**src/rtl/irq_sequencer_if.sv**
```systemverilog
// Core-side handshake between the interrupt sequencer and the next-PC / CP0 logic.
// master = sequencer (raises requests, owns EPC/EXL); slave = core (takes and returns).
interface irq_sequencer_if #(
    parameter int ID_W = 3
);
    logic [31:0]     pc_current;
    logic            take;
    logic            eret;
    logic            irq_req;
    logic [ID_W-1:0] irq_id;
    logic [31:0]     epc;
    logic            exl;

    modport master (
        input  pc_current,
        input  take,
        input  eret,
        output irq_req,
        output irq_id,
        output epc,
        output exl
    );

    modport slave (
        output pc_current,
        output take,
        output eret,
        input  irq_req,
        input  irq_id,
        input  epc,
        input  exl
    );
endinterface

```
**src/rtl/irq_sequencer.sv**
```systemverilog
// Interrupt front-end and exception-entry sequencer: synchronises lines, keeps sticky
// pending bits, masks and prioritises them, and runs the request/take/eret handshake.
module irq_sequencer #(
    parameter int NIRQ = 6,
    parameter int ID_W = 3
) (
    input  logic            clk,
    input  logic            rst,
    input  logic [NIRQ-1:0] irq_in,
    input  logic            we_mask,
    input  logic [NIRQ-1:0] mask_wd,
    input  logic [NIRQ-1:0] clr_pend,
    output logic [NIRQ-1:0] pending,
    output logic [NIRQ-1:0] mask,
    irq_sequencer_if.master core
);

    typedef enum logic [1:0] {
        IDLE    = 2'd0,
        REQ     = 2'd1,
        SERVICE = 2'd2
    } state_t;

    state_t          state_q, state_next;

    logic [NIRQ-1:0] s1_q, s2_q, prev_q;
    logic [NIRQ-1:0] pending_q, mask_q;
    logic [NIRQ-1:0] rise, eligible, ack;

    logic [ID_W-1:0] irq_id_q, irq_id_next, top_id;
    logic [31:0]     epc_q, epc_next;
    logic            exl_q, exl_next;
    logic            irq_req_q;

    assign rise     = s2_q & ~prev_q;
    assign eligible = pending_q & mask_q;

    // Highest index wins: later iterations overwrite earlier matches.
    always_comb begin
        top_id = '0;
        for (int k = 0; k < NIRQ; k++) begin
            if (eligible[k]) top_id = ID_W'(k);
        end
    end

    always_comb begin
        // NOTE: every output of this block gets a default first, so no path leaves a latch.
        state_next  = state_q;
        irq_id_next = irq_id_q;
        epc_next    = epc_q;
        exl_next    = exl_q;
        ack         = '0;

        case (state_q)
            IDLE: begin
                if (!exl_q && (eligible != '0)) begin
                    state_next  = REQ;
                    irq_id_next = top_id;
                end
            end

            // Committed: mask/clear changes cannot withdraw or retarget the request.
            REQ: begin
                if (core.take) begin
                    state_next = SERVICE;
                    epc_next   = core.pc_current;
                    exl_next   = 1'b1;
                    for (int k = 0; k < NIRQ; k++) begin
                        ack[k] = (irq_id_q == ID_W'(k));
                    end
                end
            end

            SERVICE: begin
                if (core.eret) begin
                    state_next = IDLE;
                    exl_next   = 1'b0;
                end
            end

            default: begin
                state_next = IDLE;
            end
        endcase
    end

    // NOTE: all state here uses non-blocking assignments so every flop samples pre-edge values.
    always_ff @(posedge clk) begin
        if (rst) begin
            s1_q      <= '0;
            s2_q      <= '0;
            prev_q    <= '0;
            pending_q <= '0;
            mask_q    <= '0;
            state_q   <= IDLE;
            irq_id_q  <= '0;
            epc_q     <= '0;
            exl_q     <= 1'b0;
            irq_req_q <= 1'b0;
        end else begin
            s1_q      <= irq_in;
            s2_q      <= s1_q;
            prev_q    <= s2_q;
            // A fresh edge beats a same-cycle clear or ack.
            pending_q <= (pending_q & ~clr_pend & ~ack) | rise;
            if (we_mask) mask_q <= mask_wd;
            state_q   <= state_next;
            irq_id_q  <= irq_id_next;
            epc_q     <= epc_next;
            exl_q     <= exl_next;
            irq_req_q <= (state_next == REQ);
        end
    end

    assign pending      = pending_q;
    assign mask         = mask_q;
    assign core.irq_req = irq_req_q;
    assign core.irq_id  = irq_id_q;
    assign core.epc     = epc_q;
    assign core.exl     = exl_q;

endmodule

```
**src/flat_wrapper.sv**
```systemverilog
// flat-port wrapper written by rule: the top's interface ports become plain ports
module irq_sequencer_flat 
#(
    parameter int NIRQ = 6,
    parameter int ID_W = 3
)
  (clk, rst, irq_in, we_mask, mask_wd, clr_pend, pending, mask, core_pc_current, core_take, core_eret, core_irq_req, core_irq_id, core_epc, core_exl);
  irq_sequencer_if #(.ID_W(ID_W)) core_i ();
  input  logic clk;
  input  logic rst;
  input  logic [NIRQ-1:0] irq_in;
  input  logic we_mask;
  input  logic [NIRQ-1:0] mask_wd;
  input  logic [NIRQ-1:0] clr_pend;
  output logic [NIRQ-1:0] pending;
  output logic [NIRQ-1:0] mask;
  input wire logic [$bits(core_i.pc_current)-1:0] core_pc_current;
  input wire logic [$bits(core_i.take)-1:0] core_take;
  input wire logic [$bits(core_i.eret)-1:0] core_eret;
  output wire logic [$bits(core_i.irq_req)-1:0] core_irq_req;
  output wire logic [$bits(core_i.irq_id)-1:0] core_irq_id;
  output wire logic [$bits(core_i.epc)-1:0] core_epc;
  output wire logic [$bits(core_i.exl)-1:0] core_exl;
  assign core_i.pc_current = core_pc_current;
  assign core_i.take = core_take;
  assign core_i.eret = core_eret;
  assign core_irq_req = core_i.irq_req;
  assign core_irq_id = core_i.irq_id;
  assign core_epc = core_i.epc;
  assign core_exl = core_i.exl;
  irq_sequencer #(.NIRQ(NIRQ), .ID_W(ID_W)) u_core (.clk(clk), .rst(rst), .irq_in(irq_in), .we_mask(we_mask), .mask_wd(mask_wd), .clr_pend(clr_pend), .pending(pending), .mask(mask), .core(core_i));
endmodule
```
**config.mk**
```make
export PLATFORM = sky130hd
export DESIGN_NAME = irq_sequencer_flat
export DESIGN_NICKNAME = d
export VERILOG_FILES = /design/src/rtl/irq_sequencer_if.sv /design/src/rtl/irq_sequencer.sv /design/src/flat_wrapper.sv
export SDC_FILE = /design/constraint.sdc
export NUM_CORES = 1
export LEC_CHECK = 0
export CAP_MARGIN = 15
export CORE_MARGIN = 2
export CORE_UTILIZATION = 45
export CTS_CLUSTER_DIAMETER = 100
export DETAILED_ROUTE_END_ITERATION = 10
export MAX_ROUTING_LAYER = met4
export PLACE_DENSITY = 0.93
export SETUP_SLACK_MARGIN = 0.02
export SLEW_MARGIN = 20
export SYNTH_ARGS = -nofsm -noshare
export SYNTH_HDL_FRONTEND = slang
export SYNTH_SLANG_ARGS = --single-unit
```
**constraint.sdc**
```tcl
create_clock -name clk -period 1.9 [get_ports clk]
set_input_delay 0.19 -clock clk [delete_from_list [all_inputs] [get_ports clk]]
set_output_delay 0.19 -clock clk [all_outputs]
set_load 0.1 [all_outputs]
```
After elaboration in Yosys (flattened, before gate mapping):

Index checks and enable logic that the tools add are counted.

* order comparisons: 0
* muxes and demuxes: 14
* equality and inequality tests: 10
* multiply operators: 0
* bitwise logic cells: 8
* shift-type cells: 0
* div/mod/pow operators: 0
* add/sub/neg operators: 0
* reductions and logical operators: 9

Operators with widths (number)
* bitwise AND 6 bit: 4
* inverter 6 bit: 3
* 2-to-1 mux 6 bit: 2
* 2-to-1 mux 2 bit: 5
* == test 3 x 2 -> 1 bit, second input constant: 2
* == test 3 bit, second input constant: 2
* 2-to-1 mux 3 bit: 2
* bitwise OR 6 bit: 1
* case mux 2 bit (3 select lines): 1
* nonzero test 6 bit: 1
* == test 2 x 1 -> 1 bit, second input constant: 2
* != test 2 bit, second input constant: 2
* AND reduction 2 bit: 2
* == test 3 x 1 -> 1 bit, second input constant: 1
* logical NOT 3 bit: 1
* 2-to-1 mux 1 bit: 3
* AND reduction 3 bit: 1
* == test 2 bit, second input constant: 1
* logical NOT 2 bit: 1
* case mux 1 bit (2 select lines): 1
* nonzero test 2 bit: 1
* logical AND 1 bit: 1
* logical NOT 1 bit: 1

* bits of input ports: 55
* word-level logic and storage cells: 51
* latch bits: 0
* output and inout port bits: 49
* memories: 0
* register bits: 69
* memory bits (writable): 0
* memory bits (read-only): 0

Longest topological paths before layout:

* depth after elaboration: 6
* gate-level depth with buffers: 5

Worst setup path before layout:

OpenSTA, ideal clock, no wires.

* kind: flip-flop to flip-flop
* start point: reg u_core.irq_id_q[0], in the netlist u_core.core.irq_id[0]
* end point: reg u_core.pending_q[1], in the netlist u_core.pending[1]
* data arrival time: 1706 ps
* path slack: 77 ps
* buffers on the path: 0
* stages on the path, launching flop included: 4
* required time: 1783 ps
* library setup time: 117 ps
* path through: dfxtp_1 nand2b_1 or3_1 a32o_1

* longest elaborated chain between the ends: 6

RTL lines
* start: declaration: line irq_sequencer.sv:30 `logic [ID_W-1:0] irq_id_q, irq_id_next, top_id;`
* start signal: assignment: line irq_sequencer.sv:108 `irq_id_q <= irq_id_next;`
* == test 3 x 1 -> 1 bit: line irq_sequencer.sv:69 `ack[k] = (irq_id_q == ID_W'(k));`
* 2-to-1 mux 6 bit: line irq_sequencer.sv:64 `if (core.take) begin`
* 2-to-1 mux 6 bit: line irq_sequencer.sv:54 `case (state_q)`
* inverter 6 bit: line irq_sequencer.sv:105 `pending_q <= (pending_q & ~clr_pend & ~ack) | rise;`
* bitwise AND 6 bit: line irq_sequencer.sv:105
* bitwise OR 6 bit: line irq_sequencer.sv:105
* end signal: assignment: line irq_sequencer.sv:105
* end: declaration: line irq_sequencer.sv:27 `logic [NIRQ-1:0] pending_q, mask_q;`

Every way passes these cells.
A chain may end at the register's enable or synchronous reset.

Worst setup path after layout:

* start point: reg u_core.pending_q[2], in the netlist u_core.pending[2]
* end point: reg u_core.irq_id_q[0], in the netlist u_core.core.irq_id[0]

* longest elaborated chain between the ends: 5

RTL lines
* bitwise AND 6 bit (*): line irq_sequencer.sv:36 `assign eligible = pending_q & mask_q;`
* 2-to-1 mux 2 bit (2 in series): line irq_sequencer.sv:42 `if (eligible[k]) top_id = ID_W'(k);`
* 2-to-1 mux 3 bit (2 in series): line irq_sequencer.sv:42

Mark *: on every way between the ends. The rest lies on a longest branch, timed or not.

==> impl_metrics.xml <==
<?xml version="1.0" encoding="UTF-8"?>
<metrics>
  <group name="synthesis">
    <metric name="netlist_area" unit="µm²">2400</metric>
    <metric name="synth-edff-count" unit="">0</metric>
    <metric name="ys_top_cells_by_area" unit="">dfxtp_1 58%, nand2_1 11%, a21oi_1 7.5%</metric>
    <metric name="synth_seq_area_share" unit="%">57.6</metric>
    <metric name="synth.cells.most_frequent" unit="">70 x nand2_1, 69 x dfxtp_1, 36 x a21oi_1, 18 x nor2b_1, 16 x nor2_1</metric>
    <metric name="synth_warnings" unit="">0</metric>
    <metric name="netlist.area_leader.share" unit="%">57.6</metric>
    <metric name="dominantRegCellSynth" unit="">dfxtp_1</metric>
    <metric name="synth_async_sr_flop_share" unit="%">0</metric>
    <metric name="synthMostInstantiatedCell" unit="">nand2_1</metric>
    <metric name="synth.largest_area_cell" unit="">dfxtp_1</metric>
    <metric name="synthesis.nets" unit="">323</metric>
    <metric name="synth_area_per_cell" unit="µm²">8.95</metric>
    <metric name="synth-seq-cells" unit="">69</metric>
    <metric name="synthCells" unit="">268</metric>
    <metric name="post_synth_num_cell_types" unit="">29</metric>
  </group>
  <group name="cells_and_area">
    <metric name="area_growth_syn_to_layout" unit="%">49.7</metric>
    <metric name="layout.cells.non_filler" unit="">447</metric>
    <metric name="filler_cell_count" unit="">433</metric>
    <metric name="antenna_cells_inserted" unit="">0</metric>
    <metric name="final_design_area_no_fill" unit="µm²">3590</metric>
    <metric name="fraction_of_final_layout_cells_with_drive_strength_greater_than_1" unit="%">19.6</metric>
    <metric name="design.final.nets" unit="">427</metric>
  </group>
  <group name="timing">
    <metric name="min_hold_slack" unit="ns">0.314</metric>
    <metric name="final-hold-violation-count" unit="">0</metric>
    <metric name="slew_headroom" unit="%">62.2</metric>
    <metric name="max_freq" unit="GHz">0.664</metric>
    <metric name="period_share" unit="%">79.2</metric>
    <metric name="setup_viol_count_final" unit="">0</metric>
    <metric name="tightest_slew" unit="ns">0.567</metric>
    <metric name="fin_setup_tns" unit="ns">0</metric>
    <metric name="number_of_max_slew_violations_in_the_final_report" unit="">0</metric>
    <metric name="grt_setup_unrepaired" unit="">no</metric>
    <metric name="final_critical_delay_including_setup_and_external_delays" unit="ns">1.51</metric>
    <metric name="final.setup_skew" unit="ns">0.00784</metric>
  </group>
  <group name="clock_tree">
    <metric name="maximum_count_of_clock_buffers_along_a_single_path" unit="">2</metric>
    <metric name="cts.clk_slew.worst_paths" unit="ns">0.08</metric>
    <metric name="cts_tree" unit="">built</metric>
    <metric name="number_of_clock_sinks" unit="">69</metric>
    <metric name="post-cts-setup-buffers" unit="">0</metric>
    <metric name="number_of_buffers_inserted_during_clock_tree_synthesis" unit="">9</metric>
    <metric name="post_cts_resized" unit="">0</metric>
    <metric name="cts-htree-levels" unit="">3</metric>
    <metric name="cts_hold_buffers_added" unit="">0</metric>
    <metric name="clk_root_buffer_cell" unit="">clkbuf_8</metric>
    <metric name="worst_skew_pair.late_latency" unit="ns">0.35</metric>
  </group>
  <group name="place">
    <metric name="dp.final_hpwl" unit="mm">4.16</metric>
    <metric name="port-buffer-count" unit="">103</metric>
    <metric name="routabilityCongestion" unit="">0.816</metric>
    <metric name="placed_area" unit="µm²">3370</metric>
    <metric name="placedCellCount" unit="">431</metric>
  </group>
  <group name="min_path">
    <metric name="timing.hold.worst.class" unit="">input pin to flop</metric>
    <metric name="end_point_of_the_worst_hold_path" unit="">u_core.mask[4]</metric>
    <metric name="hold-path-cell-count" unit="">2</metric>
    <metric name="holdCritStartpoint" unit="">rst</metric>
  </group>
  <group name="setup_path">
    <metric name="worstPathRequired" unit="ns">2.12</metric>
    <metric name="crit-reg2reg-capture" unit="">u_core.core.irq_id[0]</metric>
    <metric name="register_to_register_path_depth" unit="">4</metric>
    <metric name="worst_ep_arrival_time" unit="ns">1.72</metric>
    <metric name="reg2reg_slack" unit="ns">0.39</metric>
    <metric name="critical_path_peak_fanout" unit="">4</metric>
    <metric name="critPathKind" unit="">flop to flop</metric>
    <metric name="worst_setup_path_start_kind" unit="">flop</metric>
    <metric name="critical_path.endpoint_type" unit="">flop</metric>
    <metric name="startpoint_of_the_worst_register_to_register_path" unit="">u_core.pending[2]</metric>
  </group>
  <group name="route">
    <metric name="vias" unit="">2183</metric>
    <metric name="wl_per_cell" unit="µm">13.2</metric>
    <metric name="postRouteAntennaNets" unit="">0</metric>
    <metric name="wl" unit="mm">5.88</metric>
    <metric name="detail_route.drc_violations" unit="">0</metric>
    <metric name="detail_route.first_pass.iterations" unit="">4</metric>
    <metric name="routed_via_density" unit="">4.88</metric>
    <metric name="detailedRoute.firstIterationViolations" unit="">98</metric>
  </group>
  <group name="power">
    <metric name="peakVddDrop" unit="V">0.000529</metric>
    <metric name="powerDensity" unit="nW/µm²">922</metric>
    <metric name="power.leakage" unit="µW">0.00144</metric>
  </group>
  <group name="floorplanning">
    <metric name="initial_core_util" unit="%">46.7</metric>
    <metric name="die_h" unit="µm">77.0</metric>
    <metric name="rows" unit="">26</metric>
    <metric name="design.core.area" unit="µm²">5140</metric>
    <metric name="number_of_top_level_pins" unit="">104</metric>
    <metric name="chipWidth" unit="µm">77.0</metric>
    <metric name="die_area" unit="µm²">5930</metric>
  </group>
  <group name="job">
    <metric name="cap_violations" unit="">0</metric>
  </group>
  <group name="global_routing">
    <metric name="grt_antenna_before_repair" unit="">0</metric>
    <metric name="globalRouteTotalUtil" unit="%">21.4</metric>
    <metric name="grt_pass1_vias" unit="">2173</metric>
    <metric name="wire_length_of_the_first_global_routing_pass" unit="mm">9.78</metric>
    <metric name="grt_max_degree" unit="">36</metric>
    <metric name="grt_overflow" unit="">0</metric>
  </group>
  <group name="status">
    <metric name="result_of_the_run" unit="">finished clean</metric>
  </group>
</metrics>
cell usage in the layout, fill, tap and decap left out:
cell type,instances
nand3b_1,1
nand3_1,1
buf_4,54
or3b_1,2
clkbuf_8,9
buf_2,1
nand2b_1,3
nand3b_4,1
a21oi_1,36
mux2i_1,6
inv_1,7
clkinv_4,2
o21ai_0,1
clkinvlp_4,3
o211ai_1,1
o21ai_1,4
a221oi_1,1
nor3_2,1
dfxtp_1,69
a22o_1,3
a32o_1,5
nand2_1,70
nor2b_1,18
a22oi_1,1
nor2_1,16
bufinv_16,2
clkdlybuf4s50_1,53
o31ai_2,1
and3b_1,1
nor3_1,1
a32oi_1,1
o311ai_1,1
or3_1,1
state kept, by name (all words and copies together) (netlist names):
signal,flops
u_core.core.epc,32
u_core.core.exl,1
u_core.core.irq_id,3
u_core.core.irq_req,1
u_core.mask,6
u_core.pending,6
u_core.prev_q,6
u_core.s1_q,6
u_core.s2_q,6
u_core.state_q,2
metrics by stage:
stage / total power, µW / util, % / setup WS [ns]
final: 3310 / 69.8 / 0.394
after detailed placement: 2020 / 65.5 / 0.228
after global placement: 2010 / 65.5 / 0.310
after floorplan: 1840 / - / 0.0771
after CTS: 3330 / 69.8 / 0.427
after global routing: 3420 / 69.8 / 0.346
how the worst max path moves through the flow:
stage / from / endpoint / slack [ns] / cells past startpoint
3_3_place_gp: core_take / u_core.core.epc[6] / 0.31 / 5
2_1_floorplan: u_core.core.irq_id[0] / u_core.pending[1] / 0.08 / 3
4_1_cts: u_core.pending[2] / u_core.core.irq_id[0] / 0.43 / 4
5_1_grt: u_core.pending[4] / u_core.core.irq_id[0] / 0.35 / 4
3_5_place_dp: core_take / u_core.core.epc[20] / 0.23 / 5
6_report: u_core.pending[2] / u_core.core.irq_id[0] / 0.39 / 4
cells by family (layout without fill, tap and decap cells):
logic type / after synthesis / after routing / share of synthesized area, %
simple gates: 116 / 116 / 22.3
flops: 69 / 69 / 57.6
compound gates: 55 / 55 / 14.0
buf+inv: 22 / 131 / 3.65
mux: 6 / 6 / 2.50
layout make-up:
cell class	count	area, µm²	share of cell area (%)
clock buffer	9	124	3.45
tap	70	87.6	2.44
clock inverter	7	100	2.79
sequential	69	1380	38.5
inverter	7	26.3	0.732
multi-input combinational	177	930	25.9
timing repair buffer	108	941	26.2
metal layers:
layer | wire length, µm | track usage [%] | vias up
met5 | 0 | - | -
met4 | 143 | 9.29 | 0
met3 | 366 | 6.82 | 14
met2 | 2900 | 35.4 | 80
met1 | 2470 | 23.9 | 999
li1 | - | - | 1090
where the power goes:
group          switching, µW  internal (µW)  leakage (µW)  total [µW]
clock                    582            742      0.000102        1320
combinational            294            174      0.000775         468
sequential              29.1           1490      0.000561        1520
critical path: stages, from the launching register on:
cell	delay, ns
dfxtp_1	0.34
a22o_1	0.29
o31ai_2	0.48
nor2b_1	0.21
nor3_1	0.06
No activity file was read; power rests on OpenSTA's default activity.
